$ cat config.mk
export PLATFORM = sky130hd
export DESIGN_NAME = spi_slave_shifter
export DESIGN_NICKNAME = d
export VERILOG_FILES = /design/src/rtl/spi_slave_shifter.sv
export SDC_FILE = /design/constraint.sdc
export NUM_CORES = 1
export LEC_CHECK = 0
export BUFFER_PORTS_ARGS = -buffer_cell sky130_fd_sc_hd__buf_2
export CAP_MARGIN = 15
export CORE_ASPECT_RATIO = 1.5
export CORE_MARGIN = 4
export CORE_UTILIZATION = 41
export CTS_BUF_LIST = sky130_fd_sc_hd__clkbuf_4 sky130_fd_sc_hd__clkbuf_8
export CTS_CLUSTER_SIZE = 10
export DETAILED_ROUTE_END_ITERATION = 10
export PLACE_DENSITY = 0.72
export SETUP_SLACK_MARGIN = 0.5
export SLEW_MARGIN = 20
export SYNTH_ARGS = -nofsm -noshare
export SYNTH_HDL_FRONTEND = slang
export SYNTH_SLANG_ARGS = --single-unit
$ cat constraint.sdc
create_clock -name clk -period 2.9 [get_ports clk]
set_input_delay 0.29 -clock clk [delete_from_list [all_inputs] [get_ports clk]]
set_output_delay 0.29 -clock clk [all_outputs]
set_load 0.01 [all_outputs]
$ cat src/rtl/spi_slave_shifter.sv
// SPI slave data path: synchronises the SCK-control strobes and the SS_n/MOSI
// pins into clk, deserialises MOSI into words, serialises TX words onto MISO
// (MSB first), and exposes a one-entry TX buffer and an RX output register.
module spi_slave_shifter #(
    parameter int                DATA_W  = 8,
    parameter logic [DATA_W-1:0] TX_FILL = '0
) (
    input  logic              clk,
    input  logic              rst,
    input  logic              Shift_clk,
    input  logic              Sample_clk,
    input  logic              SS_n,
    input  logic              MOSI,
    input  logic              CPHA,
    output logic              MISO,
    output logic              idle,
    input  logic [DATA_W-1:0] tx_data,
    input  logic              tx_valid,
    output logic              tx_ready,
    output logic [DATA_W-1:0] rx_data,
    output logic              rx_valid,
    input  logic              rx_ack,
    output logic              overrun,
    output logic              underrun
);

    localparam int              CNT_W    = $clog2(DATA_W + 1);
    localparam logic [CNT_W-1:0] CNT_LAST = CNT_W'(DATA_W - 1);
    localparam logic [CNT_W-1:0] CNT_ONE  = CNT_W'(1);

    // Bit order of the synchronised input vector: {MOSI, SS_n, Sample_clk, Shift_clk}.
    // SS_n idles high, so its stages come out of reset at 1.
    localparam logic [3:0] SYNC_RST = 4'b0100;

    typedef enum logic {
        ST_IDLE,
        ST_ACTIVE
    } state_t;

    logic [3:0] async_in;
    logic [3:0] sync_s;
    logic [2:0] prev_q;

    assign async_in = {MOSI, SS_n, Sample_clk, Shift_clk};

    genvar gi;
    generate
        for (gi = 0; gi < 4; gi++) begin : g_sync
            logic meta_q;
            logic stab_q;

            // Two-flop synchroniser for one asynchronous input.
            always_ff @(posedge clk or posedge rst) begin
                if (rst) begin
                    meta_q <= SYNC_RST[gi];
                    stab_q <= SYNC_RST[gi];
                end else begin
                    meta_q <= async_in[gi];
                    stab_q <= meta_q;
                end
            end

            assign sync_s[gi] = stab_q;
        end
    endgenerate

    // Delayed copies of the synchronised strobes and SS_n for edge detection.
    always_ff @(posedge clk or posedge rst) begin
        if (rst) begin
            prev_q <= SYNC_RST[2:0];
        end else begin
            prev_q <= sync_s[2:0];
        end
    end

    logic sh_ev;
    logic sa_ev;
    logic ss_fall;
    logic ss_rise;
    logic mosi_s;

    assign sh_ev   = sync_s[0] & ~prev_q[0];
    assign sa_ev   = sync_s[1] & ~prev_q[1];
    assign ss_fall = prev_q[2] & ~sync_s[2];
    assign ss_rise = ~prev_q[2] & sync_s[2];
    // MOSI goes through the same depth, so it is aligned with sa_ev.
    assign mosi_s  = sync_s[3];

    state_t            state_q, state_d;
    logic [DATA_W-1:0] tx_buf_q, tx_buf_d;
    logic              tx_full_q, tx_full_d;
    logic [DATA_W-1:0] tx_shift_q, tx_shift_d;
    logic [DATA_W-2:0] rx_shift_q, rx_shift_d;
    logic [CNT_W-1:0]  cnt_q, cnt_d;
    logic              first_shift_q, first_shift_d;
    logic              miso_q, miso_d;
    logic [DATA_W-1:0] rx_data_q, rx_data_d;
    logic              rx_valid_q, rx_valid_d;
    logic              overrun_q, overrun_d;
    logic              underrun_q, underrun_d;

    logic [DATA_W-1:0] load_word;
    logic [DATA_W-1:0] rx_word;
    logic              tx_take;

    // Word that goes into the TX shifter at frame start or word boundary.
    assign load_word = tx_full_q ? tx_buf_q : TX_FILL;
    assign rx_word   = {rx_shift_q, mosi_s};

    // Next-state logic: sa_ev is handled before sh_ev so a same-cycle
    // shift sees a freshly reloaded TX word.
    always_comb begin
        state_d       = state_q;
        tx_buf_d      = tx_buf_q;
        tx_full_d     = tx_full_q;
        tx_shift_d    = tx_shift_q;
        rx_shift_d    = rx_shift_q;
        cnt_d         = cnt_q;
        first_shift_d = first_shift_q;
        miso_d        = miso_q;
        rx_data_d     = rx_data_q;
        rx_valid_d    = rx_valid_q;
        overrun_d     = overrun_q;
        underrun_d    = underrun_q;
        tx_take       = 1'b0;

        if (rx_ack) begin
            rx_valid_d = 1'b0;
        end

        case (state_q)
            ST_IDLE: begin
                miso_d = 1'b0;
                if (ss_fall) begin
                    state_d       = ST_ACTIVE;
                    tx_shift_d    = load_word;
                    tx_take       = 1'b1;
                    underrun_d    = underrun_q | ~tx_full_q;
                    cnt_d         = '0;
                    rx_shift_d    = '0;
                    // CPHA=1 waits for the first shift strobe before driving MISO.
                    first_shift_d = CPHA;
                    miso_d        = CPHA ? 1'b0 : load_word[DATA_W-1];
                end
            end

            ST_ACTIVE: begin
                if (ss_rise) begin
                    // Frame aborted or finished: partial words are discarded.
                    state_d       = ST_IDLE;
                    miso_d        = 1'b0;
                    cnt_d         = '0;
                    rx_shift_d    = '0;
                    tx_shift_d    = '0;
                    first_shift_d = 1'b0;
                end else begin
                    if (sa_ev) begin
                        if (cnt_q == CNT_LAST) begin
                            rx_data_d     = rx_word;
                            rx_valid_d    = 1'b1;
                            overrun_d     = overrun_q | (rx_valid_q & ~rx_ack);
                            cnt_d         = '0;
                            rx_shift_d    = '0;
                            tx_shift_d    = load_word;
                            tx_take       = 1'b1;
                            underrun_d    = underrun_q | ~tx_full_q;
                            // Next shift strobe presents the new MSB without shifting.
                            first_shift_d = 1'b1;
                        end else begin
                            rx_shift_d = rx_word[DATA_W-2:0];
                            cnt_d      = cnt_q + CNT_ONE;
                        end
                    end
                    if (sh_ev) begin
                        if (first_shift_d) begin
                            first_shift_d = 1'b0;
                        end else begin
                            tx_shift_d = {tx_shift_d[DATA_W-2:0], 1'b0};
                        end
                        miso_d = tx_shift_d[DATA_W-1];
                    end
                end
            end

            default: begin
                state_d = ST_IDLE;
            end
        endcase

        // Buffer is vacated first so a same-cycle write can refill it.
        if (tx_take) begin
            tx_full_d = 1'b0;
        end
        if (tx_valid && !tx_full_q) begin
            tx_buf_d  = tx_data;
            tx_full_d = 1'b1;
        end
    end

    // State and data-path registers.
    always_ff @(posedge clk or posedge rst) begin
        if (rst) begin
            state_q       <= ST_IDLE;
            tx_buf_q      <= '0;
            tx_full_q     <= 1'b0;
            tx_shift_q    <= '0;
            rx_shift_q    <= '0;
            cnt_q         <= '0;
            first_shift_q <= 1'b0;
            miso_q        <= 1'b0;
            rx_data_q     <= '0;
            rx_valid_q    <= 1'b0;
            overrun_q     <= 1'b0;
            underrun_q    <= 1'b0;
        end else begin
            state_q       <= state_d;
            tx_buf_q      <= tx_buf_d;
            tx_full_q     <= tx_full_d;
            tx_shift_q    <= tx_shift_d;
            rx_shift_q    <= rx_shift_d;
            cnt_q         <= cnt_d;
            first_shift_q <= first_shift_d;
            miso_q        <= miso_d;
            rx_data_q     <= rx_data_d;
            rx_valid_q    <= rx_valid_d;
            overrun_q     <= overrun_d;
            underrun_q    <= underrun_d;
        end
    end

    assign MISO     = miso_q;
    assign idle     = (state_q == ST_IDLE);
    assign tx_ready = ~tx_full_q;
    assign rx_data  = rx_data_q;
    assign rx_valid = rx_valid_q;
    assign overrun  = overrun_q;
    assign underrun = underrun_q;

endmodule

Word-level counts from Yosys, hierarchy flattened
Index checks and enable logic that the tools add are counted.
{"block": "op_classes", "addsub": 1, "eq_ne": 7, "muxes": 50, "bitwise_logic": 15, "n_reduce_logical": 6}
{"op": "$mux W8", "n": 7}
{"op": "$mux W7", "n": 4}
{"op": "$mux W1", "n": 27}
{"op": "$mux W4", "n": 4}
{"op": "$pmux W8 S2", "n": 1}
{"op": "$pmux W7 S2", "n": 1}
{"op": "$pmux W1 S2", "n": 5}
{"op": "$not A1 Y1", "n": 8}
{"op": "$pmux W4 S2", "n": 1}
{"op": "$reduce_and A4 Y1", "n": 2}
{"op": "$ne A3 B3 Y1 const B", "n": 2}
{"op": "$and A1 B1 Y1", "n": 5}
{"op": "$add A4 B1 Y4 const B", "n": 1}
{"op": "$eq A4 B3 Y1 const B", "n": 1}
{"op": "$ne A2 B1 Y1 const B", "n": 2}
{"op": "$ne A2 B2 Y1 const B", "n": 2}
{"op": "$or A1 B1 Y1", "n": 2}
{"op": "$reduce_and A2 Y1", "n": 1}
{"op": "$reduce_bool A2 Y1", "n": 1}
{"op": "$logic_and A1 B1 Y1", "n": 1}
{"op": "$logic_not A1 Y1", "n": 1}
{"block": "totals", "ff_bits": 53, "inputBits": 17, "output_inout_bits": 14}

Longest topological paths before layout
Gate-level depths: netlist (run 1).
{"block": "logic_depth", "depth_word": 9, "depth_mapped": 5, "mapped_depth_nobuf": 5}

Least setup slack after synthesis (run 1)
OpenSTA, ideal clock, no wires.
{"block": "synth_path", "path_type": "flip-flop to flip-flop", "start": "register cnt_q[0]", "end": "register rx_data_q[0] (netlist: rx_data[0])", "setup_time_ns": 0.125, "arrival_time_ns": 1.452, "slack_ns": 1.323, "path_stages_with_launch": 6, "n_path_buf": 1, "period_less_slack_ns": 1.577, "path_cell_list": "dfrtp_1 > ha_1 > and3b_1 > nand4_1 > buf_2 > mux2_2"}
{"block": "synth_via", "elab_chain_cells": 2}
{"element": "start: declaration", "line_no": "94", "rtl": "logic [CNT_W-1:0] cnt_q, cnt_d;"}
{"element": "start signal: assignment", "line_no": "221", "rtl": "cnt_q <= cnt_d;"}
{"element": "$eq A4 B3 Y1", "line_no": "158", "rtl": "if (cnt_q == CNT_LAST) begin"}
{"element": "$reduce_and A4 Y1 (no line)"}
{"element": "end signal: assignment", "line_no": "224", "rtl": "rx_data_q <= rx_data_d;"}
{"element": "end: declaration", "line_no": "97", "rtl": "logic [DATA_W-1:0] rx_data_q, rx_data_d;"}
No other way between the ends.
A chain may end at the register's enable or synchronous reset.

Final worst setup path (run 1)
{"block": "layout_path", "start": "register cnt_q[0]", "end": "register tx_full_q"}
{"block": "layout_via", "elab_chain_cells": 6}
{"element": "$eq A4 B3 Y1", "line_no": "158"}
{"element": "$mux W1", "line_no": "158"}
{"element": "$mux W1", "line_no": "157", "rtl": "if (sa_ev) begin"}
{"element": "$mux W1", "line_no": "148", "rtl": "if (ss_rise) begin"}
{"element": "$pmux W1 S2", "line_no": "131", "rtl": "case (state_q)"}
{"element": "$reduce_bool A2 Y1 (no line)"}
{"element": "end signal: assignment", "line_no": "218", "rtl": "tx_full_q <= tx_full_d;"}
{"element": "end: declaration", "line_no": "91", "rtl": "logic tx_full_q, tx_full_d;"}
No other way between the ends.

==> results.toml, run 1 <==
[min_path]
hold_class = "input port to flip-flop"
hold-path-endpoint = "g_sync[2].meta_q"
min-delay-start = "SS_n"
hold_depth = 1

[place]
post-place-ws_ns = 0.893
post-dp-hpwl_mm = 3.14
gp_congestion = 0.767
io_buffers = 30

[drt]
drt_first_pass_iters = 4
route.vias.total = 1552
wl_met3_um = 145
drc = 0
wl_met1_mm = 1.77
wl_per_cell_um = 15.0
routed_via_density = 5.39
drt_iter0_drc = 59
top_layer_used = "met4"
ant_nets = 0
wl_mm = 4.31
dr_wl_met2_mm = 2.33

[worst_setup_path]
r2r-start = "cnt_q[0]"
r2r-end = "tx_full_q"
setup.worst_path.class = "flip-flop to flip-flop"
cp.arrival_ns = 2.18
path_depth = 5
cp.required_ns = 3.09
crit_family = "simple AND/OR/NAND/NOR gates"
worstPathMaxFanout = 11
regToRegSetupSlack_ns = 0.91
critical-path-slowest-cell = "nand4_1"
start_kind = "flip-flop"
path_buf_inv = 0
crit_chain = "ha_1, and3b_1, nand4_1, and2_1, a21o_1"
cp-end-kind = "flip-flop"
r2r_cells = 5
cpPeakStageDelay_ns = 0.46

[clock_tree]
cts_resized = 0
clockBufferDepth = 2
clk_pin_slew_ns = 0.09
cts_root_buffer = "clkbuf_8"
cts.sinks = 53
insertion_delay_ns = 0.30
cts_setup_buffers = 0
ctsHoldBuffers = 0
cts_tree = "yes"
cts_buffers = 5
cts.htree.levels = 2

[grt]
grt_pass1_wl_mm = 7.60
antenna_found_initial = 0
grt_pass1_vias = 1629
grt.overflow.total = 0
grt_start_max_net_pins = 54
grtUsageTotal = 0.134

[sta]
skew_ns = 0.0108
worstMarginPinSlew_ns = 0.863
setup_ws_ns = 0.914
slew-limit-headroom = 0.424
rsz0062_at_grt = "false"
final_hold_viol_count = 0
finalMaxSlewViolations = 0
setup_violations = 0
fmax_ghz = 0.504
setup_tns_ns = 0
fin_crit_sh = 0.685
fin_crit_ns = 1.99

[power_and_ir_drop]
vdd_drop_max_v = 0.000352
power.density_nw_per_um2 = 732
leakage_nw = 1.23

[final_layout]
diodes = 0
nets = 235
syn_to_final_growth_pct = 13.3
final_layout_size_suffix_gt1_frac = 0.353
mostFrequentLayoutCells = "dfrtp_1, buf_2, mux2_2, nand2_1, nor2_1"
final_common_cell = "dfrtp_1"

[synth]
ys_types = 38
synthCells = 186
synth.avg_cell_area_um2 = 12.6
ys_warn_count = 0
ys_seq_area_frac = 0.567
syn_area_um2 = 2340
synth_nets = 204
synth_seq_cells = 53

[floorplanning]
core_um2 = 5490
die_height_um = 101
die_area_um2 = 7020
die_w_um = 69.7
start_util = 0.427
placementRows = 33
io_pins = 31

[outcome]
status = "finished clean"

[job]
cap_violations = 0
[area by class of cell]
class,count,area [um^2]
fill,501,2830
sequential,53,1330
multi-input combinational,123,953
timing repair buffer,30,150
clock buffer,7,90.1
tap,70,87.6
clock inverter,1,30.0
inverter,4,16.3
[kinds of logic after synthesis]
group | after synthesis | synth area share
adder cells (fa/ha/maj) | 1 | 0.00534
AO/OA/AOI/OAI | 40 | 0.132
buffers and inverters | 10 | 0.0261
AND/OR/NAND/NOR | 50 | 0.120
flip-flops | 53 | 0.567
multiplexers | 32 | 0.149
[power breakdown]
group / total, mW / switching (mW) / internal, mW / leakage, nW
combinational: 0.419 / 0.197 / 0.223 / 0.509
clock: 0.510 / 0.219 / 0.291 / 0.0619
sequential: 1.02 / 0.140 / 0.876 / 0.662
total: 1.95 / 0.556 / 1.39 / 1.23
[flip-flops by register name, summed over array words and instances (netlist names), 3 cells and up]
register and cells:
rx_data 8, tx_buf_q 8, tx_shift_q 8, rx_shift_q 7
cnt_q 4, g_sync.meta_q 4, g_sync.stab_q 4, prev_q 3
[cells in the mapped netlist]
cell,n,share of area
dfrtp_1,50,0.53
mux2_2,24,0.12
nand2_1,13,0.021
nor2_1,12,0.019
a21oi_1,9,0.019
mux2i_1,8,0.034
a22o_1,7,0.026
o22ai_2,6,0.032
nand3_1,5,0.011
inv_1,4,0.0064
nand2b_1,4,0.011
o21ai_0,4,0.0085
a21o_1,3,0.0096
buf_2,3,0.0064
dfstp_2,3,0.034
nand4_1,3,0.0080
a2bb2oi_1,2,0.0075
and2_1,2,0.0053
and2b_1,2,0.0064
clkbuf_8,2,0.012
nor2b_1,2,0.0053
o21bai_1,2,0.0064
a211oi_1,1,0.0032
a31oi_1,1,0.0027
a32oi_1,1,0.0037
and3b_1,1,0.0037
clkbuf_1,1,0.0016
ha_1,1,0.0053
nand2b_2,1,0.0037
nand3b_1,1,0.0032
nor2_2,1,0.0027
nor3b_4,1,0.0080
nor4_4,1,0.0091
o21ai_1,1,0.0021
o221ai_1,1,0.0037
o22ai_1,1,0.0027
o32a_2,1,0.0048
or3_1,1,0.0027
[metrics by stage]
step	cell area [um^2]	hold WS, ns	utilization	total power, mW	std cells
2_1_floorplan	2340	0.294	-	1.35	186
3_3_place_gp	2540	0.331	0.462	1.44	280
3_5_place_dp	2540	0.342	0.462	1.46	280
4_1_cts	2660	0.0755	0.484	1.97	288
5_1_grt	2660	0.0674	0.484	2.07	288
6_report	2660	0.0846	0.484	1.95	288
[worst max-delay path by stage]
| stage | endpoint | from |
|---|---|---|
| 2_1_floorplan | rx_data[0] | cnt_q[0] |
| 3_3_place_gp | tx_full_q | cnt_q[0] |
| 3_5_place_dp | tx_full_q | cnt_q[0] |
| 4_1_cts | tx_full_q | cnt_q[0] |
| 5_1_grt | tx_full_q | cnt_q[1] |
| 6_report | tx_full_q | cnt_q[0] |
[worst register-to-register path, delay by kind of cell, from the launching register on]
family,cells,cell delay [ns]
DFF,1,0.38
AOI/OAI and AO/OA,1,0.18
and+or+nand+nor,3,1.10
adders and majority gates,1,0.21
[layer usage]
| layer | track usage | vias up |
|---|---|---|
| li1 | - | 732 |
| met1 | 0.162 | 784 |
| met2 | 0.238 | 30 |
| met3 | 0.0259 | 6 |
| met4 | 0.0487 | 0 |
| met5 | 0 | - |
(Power assumes the default switching activity.)
==> run 2: changes to the inputs <==
==> constraint.sdc (replaced) <==
create_clock -name clk -period 1.9 [get_ports clk]
set_input_delay 0.19 -clock clk [delete_from_list [all_inputs] [get_ports clk]]
set_output_delay 0.19 -clock clk [all_outputs]
set_load 0.01 [all_outputs]
==> run 2 against run 1 <==
Against the previous run: design area is 19% higher; total power rose by 65%; largest cell class unchanged; critical path depth is 2 higher; clock skew grew 0.00059 ns; worst hold slack improved by 0.018 ns; sequential power grew 49%; setup slack got worse by 0.76 ns; sequential cell count did not move.
==> results.toml, run 2 (same netlist as run 1, synthesis figures left out) <==
[drt]
drt_iter0_drc = 70
drt_first_pass_iters = 4
drc = 0
wl_per_cell_um = 17.5
routed_via_density = 5.54
ant_nets = 0
wl_mm = 5.66
route.vias.total = 1794

[grt]
grt.overflow.total = 0
grt_pass1_wl_mm = 9.00
grt_pass1_vias = 1799
grt_start_max_net_pins = 29
antenna_found_initial = 0
grtUsageTotal = 0.160

[clock_tree]
cts.htree.levels = 2
clk_pin_slew_ns = 0.10
cts_root_buffer = "clkbuf_8"
cts.sinks = 53
clockBufferDepth = 2
cts_tree = "yes"
cts_buffers = 5
insertion_delay_ns = 0.31

[power_and_ir_drop]
p_seq_frac = 0.472
pwr-share-comb = 0.278
power.density_nw_per_um2 = 1020
clkPwrFrac = 0.250
leakage_nw = 1.50
p_sw_uw = 991
internal_power_mw = 2.23
vdd_drop_max_v = 0.000581
swShare = 0.308

[floorplanning]
die_height_um = 101
die_w_um = 69.7
placementRows = 33
io_pins = 31
start_util = 0.427
die_area_um2 = 7020
core_um2 = 5490

[sta]
slew-limit-headroom = 0.604
rsz0062_at_grt = "true"
setup_violations = 0
fin_crit_sh = 0.920
setup_tns_ns = 0
holdWs_ns = 0.103
skew_ns = 0.0114
fmax_ghz = 0.572
finalMaxSlewViolations = 0
worstMarginPinSlew_ns = 0.593
final_hold_viol_count = 0
fin_crit_ns = 1.75

[min_path]
hold_depth = 2
hold_class = "input port to flip-flop"

[worst_setup_path]
start_kind = "flip-flop"
path_depth = 7
cp-end-kind = "flip-flop"
cp.required_ns = 2.13
r2r_cells = 7
path_buf_inv = 2
critical-path-slowest-cell = "dfrtp_1"
cpPeakStageDelay_ns = 0.44
setup.worst_path.class = "flip-flop to flip-flop"
worstPathMaxFanout = 4
cp.arrival_ns = 1.98
crit_chain = "ha_2, nand3b_1, buf_4, nor2_4, buf_6, mux2_4, o22ai_2"
crit_family = "flip-flops"

[final_layout]
final_core_util = 0.574
syn_to_final_growth_pct = 34.4
final_common_cell = "dfrtp_1"
fillers = 431
diodes = 0
final_design_area_no_fill_um2 = 3150
final_cells = 324
nets = 271
mostFrequentLayoutCells = "dfrtp_1, buf_2, buf_4, mux2_4, mux2_2"
final_layout_size_suffix_gt1_frac = 0.512

[place]
gp_congestion = 0.853
post_dp_cell_area_um2 = 2660
dp.cells = 288
io_buffers = 30
post-dp-hpwl_mm = 3.42

[outcome]
status = "finished clean"

[job]
cap_violations = 0
run 2: cell count changes in the layout (fill, tap and decap cells not counted), moves of 3 or more:
cell	previous run	this run
o21ai_0	4	0
buf_4	0	18
nand2_1	13	10
o21ai_2	0	3
dlygate4sd3_1	0	5
mux2_2	24	11
and2_4	0	3
mux2_4	0	13
buf_6	0	9
run 2: worst paths after layout:
check | startpoint | to | slack, ns
max | cnt_q[1] | tx_shift_q[2] | 0.15
min | tx_data[4] | tx_buf_q[4] | 0.10
max reg2reg | cnt_q[1] | tx_shift_q[2] | 0.15
min reg2reg | g_sync[3].meta_q | g_sync[3].stab_q | 0.36
max in group asynchronous | rst | tx_shift_q[2] | 0.75
min in group asynchronous | rst | g_sync[3].stab_q | 0.49
run 2: layout make-up:
class / count / area (um^2) / share of cell area
flip-flops and latches: 53 / 1330 / 0.422
repair buffers: 65 / 482 / 0.153
multi-input cells: 124 / 1110 / 0.354
clock buffers: 5 / 68.8 / 0.0218
inverters: 4 / 18.8 / 0.00595
clock inverters: 3 / 48.8 / 0.0155
well taps: 70 / 87.6 / 0.0278
run 2: power groups by stage:
stage / Sequential [mW] / Clock [mW] / Combinational [mW]
4_1_cts: 1.51 / 0.826 / 0.860
6_report: 1.52 / 0.806 / 0.893
3_5_place_dp: 1.55 / 0 / 0.736
5_1_grt: 1.55 / 0.876 / 0.971
3_3_place_gp: 1.54 / 0 / 0.706
2_1_floorplan: 1.48 / 0 / 0.596
run 2: worst register-to-register path: cells and delay by family, from the launching register on:
family / cells / cell delay [ns]
flip-flops: 1 / 0.44
buffers and inverters: 2 / 0.33
multiplexers: 1 / 0.30
AND/OR/NAND/NOR: 2 / 0.26
adder cells (fa/ha/maj): 1 / 0.22
AO/OA/AOI/OAI: 1 / 0.13
run 2: what timing repair did:
item | 4_1_cts | 5_1_grt
pin swaps | 13 | 15
setup buffers | 14 | 6
hold buffers | 5 | 0
hold endpoints to repair | 27 | 0
gates cloned | 1 | 2
gates resized for setup | 26 | 14
endpoints found under the setup margin | 39 | 33
run 2: routing by layer:
layer / vias up / part of all wire / wire (um) / global-route usage
met5: - / 0 / 0 / 0
met4: 0 / 0.026 / 145 / 0.0796
met3: 15 / 0.051 / 289 / 0.0259
met2: 67 / 0.53 / 3010 / 0.285
met1: 903 / 0.39 / 2220 / 0.186
li1: 809 / - / - / -
run 2: metrics by stage:
step	setup WS (ns)	power, mW
floorplan	0.398	2.08
global placement	0.297	2.25
detailed placement	0.221	2.28
finish	0.152	3.22
global route	0.0891	3.40
CTS	0.288	3.20
